--- src/rtl/mem_arb_pkg.sv ---
// Shared types and default widths for the unified-memory arbiter.
// The response-owner encoding is used by both the RTL and the bench.
package mem_arb_pkg;

    typedef enum logic [1:0] {
        OWN_NONE  = 2'd0,
        OWN_FETCH = 2'd1,
        OWN_DATA  = 2'd2
    } owner_t;

    localparam int DEF_ADDR_W          = 32;
    localparam int DEF_DATA_W          = 32;
    localparam int DEF_MAX_DATA_STREAK = 4;

endpackage

--- src/rtl/mem_arbiter_if.sv ---
// Core-side and memory-side bus of the arbiter.
// The slave modport is the arbiter's view; master is the core plus the memory macro.
interface mem_arbiter_if
    import mem_arb_pkg::*;
#(
    parameter int ADDR_W = DEF_ADDR_W,
    parameter int DATA_W = DEF_DATA_W
);
    // fetch stage
    logic              if_req;
    logic [ADDR_W-1:0] if_addr;
    logic              flush;
    logic              if_gnt;
    logic              if_rvalid;
    logic [DATA_W-1:0] if_rdata;
    logic              stall_f;
    // memory stage
    logic              d_req;
    logic              d_we;
    logic [ADDR_W-1:0] d_addr;
    logic [DATA_W-1:0] d_wdata;
    logic              d_gnt;
    logic              d_rvalid;
    logic [DATA_W-1:0] d_rdata;
    logic              stall_m;
    // memory macro
    logic              mem_en;
    logic              mem_we;
    logic [ADDR_W-1:0] mem_addr;
    logic [DATA_W-1:0] mem_wdata;
    logic [DATA_W-1:0] mem_rdata;

    modport slave (
        input  if_req, if_addr, flush, d_req, d_we, d_addr, d_wdata, mem_rdata,
        output if_gnt, if_rvalid, if_rdata, stall_f,
        output d_gnt, d_rvalid, d_rdata, stall_m,
        output mem_en, mem_we, mem_addr, mem_wdata
    );

    modport master (
        output if_req, if_addr, flush, d_req, d_we, d_addr, d_wdata, mem_rdata,
        input  if_gnt, if_rvalid, if_rdata, stall_f,
        input  d_gnt, d_rvalid, d_rdata, stall_m,
        input  mem_en, mem_we, mem_addr, mem_wdata
    );

endinterface

--- src/rtl/arb_streak_ctr.sv ---
// Saturating count of consecutive data grants taken while fetch was waiting.
// at_max tells the arbiter that fetch must win the next contended cycle.
module arb_streak_ctr #(
    parameter int MAX = 4
) (
    input  logic clk,
    input  logic rst,
    input  logic inc,
    input  logic clr,
    output logic at_max
);
    localparam int CW = $clog2(MAX + 1);

    logic [CW-1:0] cnt_q;
    logic [CW-1:0] cnt_d;

    always_comb begin
        cnt_d = cnt_q;
        if (clr) begin
            cnt_d = '0;
        end else if (inc && (cnt_q != CW'(MAX))) begin
            cnt_d = cnt_q + CW'(1);
        end
    end

    always_ff @(posedge clk or negedge rst) begin
        if (!rst) begin
            cnt_q <= '0;
        end else begin
            cnt_q <= cnt_d;
        end
    end

    assign at_max = (cnt_q == CW'(MAX));

endmodule

--- src/rtl/mem_arbiter.sv ---
// Arbitrates one single-ported synchronous memory between fetch and data accesses.
// Data has priority, bounded by a streak limit so fetch always makes progress.
module mem_arbiter
    import mem_arb_pkg::*;
#(
    parameter int ADDR_W          = DEF_ADDR_W,
    parameter int DATA_W          = DEF_DATA_W,
    parameter int MAX_DATA_STREAK = DEF_MAX_DATA_STREAK
) (
    input  logic          clk,
    input  logic          rst,
    mem_arbiter_if.slave  bus
);
    logic   at_max;
    logic   data_win;
    logic   fetch_win;
    owner_t owner_q;
    owner_t owner_d;
    logic   kill_q;
    logic   kill_d;
    logic   if_rvalid_w;
    logic   d_rvalid_w;

    // Grants are gated by reset so nothing reaches the memory while rst is low.
    assign data_win  = rst & bus.d_req & (~bus.if_req | ~at_max);
    assign fetch_win = rst & bus.if_req & ~data_win;

    assign bus.d_gnt   = data_win;
    assign bus.if_gnt  = fetch_win;
    assign bus.stall_f = rst & bus.if_req & ~fetch_win;
    assign bus.stall_m = rst & bus.d_req & ~data_win;

    assign bus.mem_en    = data_win | fetch_win;
    assign bus.mem_we    = data_win & bus.d_we;
    assign bus.mem_addr  = data_win  ? bus.d_addr :
                           fetch_win ? bus.if_addr : '0;
    assign bus.mem_wdata = data_win  ? bus.d_wdata : '0;

    arb_streak_ctr #(
        .MAX (MAX_DATA_STREAK)
    ) u_streak (
        .clk    (clk),
        .rst    (rst),
        .inc    (data_win & bus.if_req),
        .clr    (fetch_win | ~bus.if_req),
        .at_max (at_max)
    );

    always_comb begin
        owner_d = OWN_NONE;
        if (data_win && !bus.d_we) begin
            owner_d = OWN_DATA;
        end else if (fetch_win) begin
            owner_d = OWN_FETCH;
        end
    end

    // A redirect in the grant cycle kills the fetch word that arrives next cycle.
    assign kill_d = fetch_win & bus.flush;

    always_ff @(posedge clk or negedge rst) begin
        if (!rst) begin
            owner_q <= OWN_NONE;
            kill_q  <= 1'b0;
        end else begin
            owner_q <= owner_d;
            kill_q  <= kill_d;
        end
    end

    assign if_rvalid_w = (owner_q == OWN_FETCH) & ~kill_q & ~bus.flush;
    assign d_rvalid_w  = (owner_q == OWN_DATA);

    assign bus.if_rvalid = if_rvalid_w;
    assign bus.d_rvalid  = d_rvalid_w;
    assign bus.if_rdata  = if_rvalid_w ? bus.mem_rdata : '0;
    assign bus.d_rdata   = d_rvalid_w  ? bus.mem_rdata : '0;

endmodule

--- src/flat_wrapper.sv ---
// flat-port wrapper written by rule: the top's interface ports become plain ports
module mem_arbiter_flat import mem_arb_pkg::*;
#(
    parameter int ADDR_W          = DEF_ADDR_W,
    parameter int DATA_W          = DEF_DATA_W,
    parameter int MAX_DATA_STREAK = DEF_MAX_DATA_STREAK
)
  (clk, rst, bus_if_req, bus_if_addr, bus_flush, bus_d_req, bus_d_we, bus_d_addr, bus_d_wdata, bus_mem_rdata, bus_if_gnt, bus_if_rvalid, bus_if_rdata, bus_stall_f, bus_d_gnt, bus_d_rvalid, bus_d_rdata, bus_stall_m, bus_mem_en, bus_mem_we, bus_mem_addr, bus_mem_wdata);
  mem_arbiter_if #(.ADDR_W(ADDR_W), .DATA_W(DATA_W)) bus_i ();
  input  logic clk;
  input  logic rst;
  input wire logic [$bits(bus_i.if_req)-1:0] bus_if_req;
  input wire logic [$bits(bus_i.if_addr)-1:0] bus_if_addr;
  input wire logic [$bits(bus_i.flush)-1:0] bus_flush;
  input wire logic [$bits(bus_i.d_req)-1:0] bus_d_req;
  input wire logic [$bits(bus_i.d_we)-1:0] bus_d_we;
  input wire logic [$bits(bus_i.d_addr)-1:0] bus_d_addr;
  input wire logic [$bits(bus_i.d_wdata)-1:0] bus_d_wdata;
  input wire logic [$bits(bus_i.mem_rdata)-1:0] bus_mem_rdata;
  output wire logic [$bits(bus_i.if_gnt)-1:0] bus_if_gnt;
  output wire logic [$bits(bus_i.if_rvalid)-1:0] bus_if_rvalid;
  output wire logic [$bits(bus_i.if_rdata)-1:0] bus_if_rdata;
  output wire logic [$bits(bus_i.stall_f)-1:0] bus_stall_f;
  output wire logic [$bits(bus_i.d_gnt)-1:0] bus_d_gnt;
  output wire logic [$bits(bus_i.d_rvalid)-1:0] bus_d_rvalid;
  output wire logic [$bits(bus_i.d_rdata)-1:0] bus_d_rdata;
  output wire logic [$bits(bus_i.stall_m)-1:0] bus_stall_m;
  output wire logic [$bits(bus_i.mem_en)-1:0] bus_mem_en;
  output wire logic [$bits(bus_i.mem_we)-1:0] bus_mem_we;
  output wire logic [$bits(bus_i.mem_addr)-1:0] bus_mem_addr;
  output wire logic [$bits(bus_i.mem_wdata)-1:0] bus_mem_wdata;
  assign bus_i.if_req = bus_if_req;
  assign bus_i.if_addr = bus_if_addr;
  assign bus_i.flush = bus_flush;
  assign bus_i.d_req = bus_d_req;
  assign bus_i.d_we = bus_d_we;
  assign bus_i.d_addr = bus_d_addr;
  assign bus_i.d_wdata = bus_d_wdata;
  assign bus_i.mem_rdata = bus_mem_rdata;
  assign bus_if_gnt = bus_i.if_gnt;
  assign bus_if_rvalid = bus_i.if_rvalid;
  assign bus_if_rdata = bus_i.if_rdata;
  assign bus_stall_f = bus_i.stall_f;
  assign bus_d_gnt = bus_i.d_gnt;
  assign bus_d_rvalid = bus_i.d_rvalid;
  assign bus_d_rdata = bus_i.d_rdata;
  assign bus_stall_m = bus_i.stall_m;
  assign bus_mem_en = bus_i.mem_en;
  assign bus_mem_we = bus_i.mem_we;
  assign bus_mem_addr = bus_i.mem_addr;
  assign bus_mem_wdata = bus_i.mem_wdata;
  mem_arbiter #(.ADDR_W(ADDR_W), .DATA_W(DATA_W), .MAX_DATA_STREAK(MAX_DATA_STREAK)) u_core (.clk(clk), .rst(rst), .bus(bus_i));
endmodule
--- config.mk ---
export PLATFORM = sky130hd
export DESIGN_NAME = mem_arbiter_flat
export DESIGN_NICKNAME = d
export VERILOG_FILES = /design/src/rtl/mem_arb_pkg.sv /design/src/rtl/mem_arbiter_if.sv /design/src/rtl/arb_streak_ctr.sv /design/src/rtl/mem_arbiter.sv /design/src/flat_wrapper.sv
export SDC_FILE = /design/constraint.sdc
export NUM_CORES = 1
export LEC_CHECK = 0
export CORE_AREA = 2 2 105 107
export DETAILED_ROUTE_END_ITERATION = 8
export DIE_AREA = 0 0 107 109
export PLACE_DENSITY = 0.61
export SLEW_MARGIN = 20
export SYNTH_ARGS = -nofsm -noshare
export SYNTH_HDL_FRONTEND = slang
export SYNTH_SLANG_ARGS = --single-unit
--- constraint.sdc ---
create_clock -name clk -period 3 [get_ports clk]
set_clock_uncertainty 0.2 [all_clocks]
set_input_delay 0.45 -clock clk [delete_from_list [all_inputs] [get_ports clk]]
set_output_delay 0.45 -clock clk [all_outputs]
set_load 0.05 [all_outputs]
Word level (Yosys, flattened, before mapping) --
Index checks and enable logic that the tools add are counted. Widths: inputs -> output; s select.
Storage, ports and cells: register bits after elaboration 6, input bits 134, output and inout port bits 136, word-level logic and storage cells 41
Operators by class: $add $sub $neg 1, equality and inequality tests 4, mux-type cells 9, bitwise logic cells 20, reduce and logical (&&, ||, !) cells 4
Operators with widths (count):
- $mux 32 | 5
- $and 1x1->1 | 11
- $mux 3 | 2
- $not 1->1 | 6
- $add 3x1->3 const B | 1
- $eq 3x3->1 const B | 1
- $ne 3x3->1 const B | 1
- $or 1x1->1 | 3
- $eq 2x1->1 const B | 1
- $eq 2x2->1 const B | 1
- $logic_and 1x1->1 | 2
- $mux 2 | 1
- $reduce_bool 2->1 | 1
- $logic_not 1->1 | 1
- $mux 1 | 1

Longest topological paths before layout --
depth after elaboration 8, mapped depth 6, mapped depth without buffers 5

Cells and area by module --
Synthesis repeated with hierarchy kept, for this count alone.
Unflattened totals: cells, all modules 266, area, all modules 1810.5 µm²
By module, submodules not included:
- mem_arbiter | times used 1, cells an instance 248, area an instance 1612.8 µm², seq. area each 75.1 µm²
- arb_streak_ctr | times used 1, cells an instance 18, area an instance 197.7 µm², seq. area each 75.1 µm²

Worst setup path after synthesis --
No wires, ideal clock.
path type register to output, start register u_core.u_streak.cnt_q[0], end output port bus_stall_m, arrival 1.930 ns, data required time 2.350 ns, slack 0.420 ns, cell stages (with the launch flop) 5, buffers on the path 0, cell sequence dfrtp_1 -> inv_1 -> ha_1 -> nand2_1 -> nor3_1
Between the ends: cells in the longest elaborated chain, start to end 6
Ends and longest elaborated chain:
- start: declaration | RTL line arb_streak_ctr.sv:14 | logic [CW-1:0] cnt_q;
- start signal: assignment | RTL line arb_streak_ctr.sv:30 | cnt_q <= cnt_d;
- $eq 3x3->1 | RTL line arb_streak_ctr.sv:34 | assign at_max = (cnt_q == CW'(MAX));
- $not 1->1 | RTL line mem_arbiter.sv:25 | assign data_win = rst & bus.d_req & (~bus.if_req | ~at_max);
- $or 1x1->1 | RTL line mem_arbiter.sv:25
- $and 1x1->1 | RTL line mem_arbiter.sv:25
- $not 1->1 | RTL line mem_arbiter.sv:31 | assign bus.stall_m = rst & bus.d_req & ~data_win;
- $and 1x1->1 | RTL line mem_arbiter.sv:31
- end: declaration | RTL line flat_wrapper.sv:27 | output wire logic [$bits(bus_i.stall_m)-1:0] bus_stall_m;
Every way passes these cells.

Worst setup path in the final report --
start input port bus_if_req, end output port bus_mem_addr[28]
Between the ends: cells in the longest elaborated chain, start to end 7, elaborated cells on any way between the ends 8, classes of those cells mux: 2; bitwise: 6
Ends and longest elaborated chain:
- start: declaration | RTL line flat_wrapper.sv:12 | input wire logic [$bits(bus_i.if_req)-1:0] bus_if_req;
- $not 1->1 | RTL line mem_arbiter.sv:25
- $or 1x1->1 | RTL line mem_arbiter.sv:25
- $and 1x1->1 | RTL line mem_arbiter.sv:25
- $not 1->1 | RTL line mem_arbiter.sv:26 | assign fetch_win = rst & bus.if_req & ~data_win;
- $and 1x1->1 | RTL line mem_arbiter.sv:26
- $mux 32 | RTL line mem_arbiter.sv:36 | fetch_win ? bus.if_addr : '0;
- $mux 32 * | RTL line mem_arbiter.sv:35 | assign bus.mem_addr = data_win ? bus.d_addr :
- end: declaration | RTL line flat_wrapper.sv:30 | output wire logic [$bits(bus_i.mem_addr)-1:0] bus_mem_addr;
Mark *: on every way between the ends. The rest lies on a longest branch, timed or not.

==> flow_metrics.py <==
metrics = {
    "cells_and_area": {
        "fin_cells": 582,
        "antenna_cells": 0,
        "fin_util_pct": 48.8,
        "final_layout_size_suffix_gt1_share_pct": 33.7,
        "fillers": 963,
        "fin_nets": 580,
        "postLayoutCellArea_sq_mm": 0.00517,
        "syn2layout_area_growth_pct": 283,
    },
    "worst_setup_path": {
        "slowest_stage": "clkdlybuf4s50_1",
        "path_class": "in2out",
        "arrival_ns": 2.01,
        "cp_common_cell": "buf_12",
        "path_cells": "clkdlybuf4s50_1 -> nand2_1 -> a21oi_4 -> buf_12 -> a22o_1 -> buf_12",
        "cpPeakStageDelay_ns": 0.64,
        "cp_data_required_time_ns": 2.35,
        "cp-start-kind": "input port",
        "endpoint_kind": "output port",
        "path_max_fanout": 34,
    },
    "timing": {
        "max_slew_margin_pct": 73.4,
        "fin_setup_tns_ns": 0,
        "worstMarginPinSlew_ns": 0.396,
        "finalCritPeriodShare_pct": 88.6,
        "fin_crit_ns": 2.66,
        "fin_hold_ws_ns": 0.359,
        "setup_viol": 0,
        "fmax_mhz": 376,
        "finalMaxSlewViolations": 0,
        "grt_setup_unrepaired": "no",
        "hold_viol": 0,
    },
    "detailed_routing": {
        "first_pass_iters": 4,
        "vias": 2345,
        "via_per_inst": 4.03,
        "wl_per_cell_um": 15.7,
        "dr.first_iter.drc_count": 71,
        "routed_wl_mm": 9.16,
        "ant_nets": 0,
        "drc": 0,
    },
    "clocking": {
        "clock-sinks": 6,
        "cts_hold_buf": 0,
        "clk_latency_ns": 0.22,
        "cts.clk_slew.worst_paths_ns": 0.04,
        "cts_resized": 0,
        "post-cts-setup-buffer-count": 0,
        "cts-buffers-inserted": 3,
        "clock_path_buffers": 2,
        "ctsRootBufferMaster": "clkbuf_8",
        "htree_levels": 1,
        "cts_tree": "built",
    },
    "pwr": {
        "internal_power_w": 0.000579,
        "p_comb_share_pct": 79.0,
        "p_sw_w": 0.000407,
        "p_clk_share_pct": 12.2,
        "ir_drop_uv": 123,
        "power_density_mw_per_mm2": 191,
        "leakagePower_nw": 2.16,
        "swShare_pct": 41.3,
        "power_frac_seq_pct": 8.7,
    },
    "global_route": {
        "antenna_found_initial": 0,
        "grt_overflow_total": 0,
        "grt_usage_pct": 14.6,
        "grt_max_degree": 69,
        "first_global_vias": 2415,
        "grt_pass1_wl_mm": 13.1,
    },
    "logic_synthesis": {
        "syn_area_sq_mm": 0.00135,
        "synth_seq_area_share_pct": 11.1,
        "async_flop_share_pct": 100,
        "synth_enable_flop_cells": 0,
        "ys_ff_latch": 6,
        "synth_nets": 317,
        "syn_avg_cell_area_sq_um": 7.47,
        "yosysWarningCount": 0,
        "synthFlopType": "dfrtp_1",
        "syn_inst": 181,
        "synth_cell_types": 24,
    },
    "worst_hold_path": {
        "min_path_type": "reg2reg",
    },
    "floorplan": {
        "initial_core_util_pct": 12.7,
        "dieArea_sq_mm": 0.0117,
        "core-area_sq_mm": 0.0106,
        "rows": 38,
        "io_pins": 270,
        "die_height_um": 109,
        "die_w_um": 107,
    },
    "placed_design": {
        "gp_congestion": 0.792,
        "placed_area_sq_mm": 0.00513,
        "hpwl_mm": 8.07,
        "dp_cells": 579,
        "io_buffers": 269,
    },
    "status": {
        "status": "finished, final reports clean",
    },
    "flow_run": {
        "max_cap_violations": 0,
    },
}
-- metrics by stage --
stage                     setup WS (ns)  total power, W
final                             0.342        0.000986
after global routing              0.254         0.00103
after CTS                         0.319        0.000998
after detailed placement          0.333        0.000873
after global placement            0.356        0.000866
after floorplan                   0.420        0.000407
-- cells in the final DEF (no fill, tap or decap), drive strengths merged --
| master | count |
|---|---|
| a22o | 32 |
| nor4b | 1 |
| dfrtp | 6 |
| nor3 | 1 |
| a31oi | 2 |
| buf | 142 |
| nand2 | 3 |
| o21a | 2 |
| nor3b | 1 |
| nand4b | 1 |
| and2 | 99 |
| inv | 3 |
| clkdlybuf4s50 | 133 |
| nand4 | 1 |
| nor2b | 2 |
| nand2b | 2 |
| clkbuf | 3 |
| ha | 2 |
| nand3 | 1 |
| a21oi | 3 |
| nor2 | 2 |
-- registers in the layout (all words and copies together), names as in the netlist --
signal	count
u_core.owner_q	2
u_core.kill_q	1
u_core.u_streak.cnt_q	3
-- power by group through the flow --
stage          logic (W)  clock network [W]  registers, W
6_report        0.000779           0.000121     0.0000859
4_1_cts         0.000787           0.000126     0.0000858
5_1_grt         0.000809           0.000131     0.0000861
3_5_place_dp    0.000786                  0     0.0000868
3_3_place_gp    0.000779                  0     0.0000866
2_1_floorplan   0.000321                  0     0.0000860
-- critical path: cells and delay by family --
family / cells / cell delay (ns)
AOI/OAI and AO/OA: 2 / 0.37
and+or+nand+nor: 1 / 0.16
buffers and inverters: 3 / 1.00
-- cell usage after synthesis, types with 2 or more instances --
cell type  instances  area [sq um]
a22o_1            32           280
ha_1               2          25.0
buf_6              3          33.8
buf_4              3          22.5
and2_1            99           619
clkbuf_1           5          18.8
o21a_1             2          15.0
nor2b_1            2          12.5
nand2_1            3          11.3
nor2_1             2          7.51
a21oi_1            2          10.0
nand2b_1           2          12.5
buf_2              6          30.0
dfrtp_1            6           150
inv_1              3          11.3
-- area by class of cell --
cell class | count | area [sq um] | area share [%]
repair buffers | 275 | 3700 | 71.5
multi-input cells | 155 | 1100 | 21.2
well taps | 140 | 175 | 3.39
flip-flops and latches | 6 | 150 | 2.90
clock buffers | 3 | 41.3 | 0.798
inverters | 3 | 11.3 | 0.218
-- per-layer routing --
metal	wire [um]	vias up	track usage [%]	share of wire (%)
met4	292	0	4.45	3.2
met2	4980	137	28.0	54
met5	0	-	0	0
li1	-	1132	-	-
met3	688	14	4.12	7.5
met1	3200	1062	15.4	35
-- final timing paths --
kind / startpoint / end / slack [ns] / depth (start not counted)
worst max-delay path: bus_if_req / bus_mem_addr[28] / 0.34 / 6
worst min-delay path: u_core.u_streak.cnt_q[1] / u_core.u_streak.cnt_q[1] / 0.36 / 2
worst max register to register: u_core.u_streak.cnt_q[0] / u_core.kill_q / 1.26 / 6
worst min register to register: u_core.u_streak.cnt_q[1] / u_core.u_streak.cnt_q[1] / 0.36 / 2
max in group asynchronous: rst / u_core.kill_q / 2.09 / 2
min in group asynchronous: rst / u_core.u_streak.cnt_q[2] / 0.37 / 2
-- cells by family after synthesis --
kind of cell,after synthesis,synth area share (%)
AOI/OAI and AO/OA,39,25.8
buffers and inverters,20,8.61
and+or+nand+nor,114,52.6
adders and majority gates,2,1.85
DFF,6,11.1
Power figures use the tool's default switching activity.
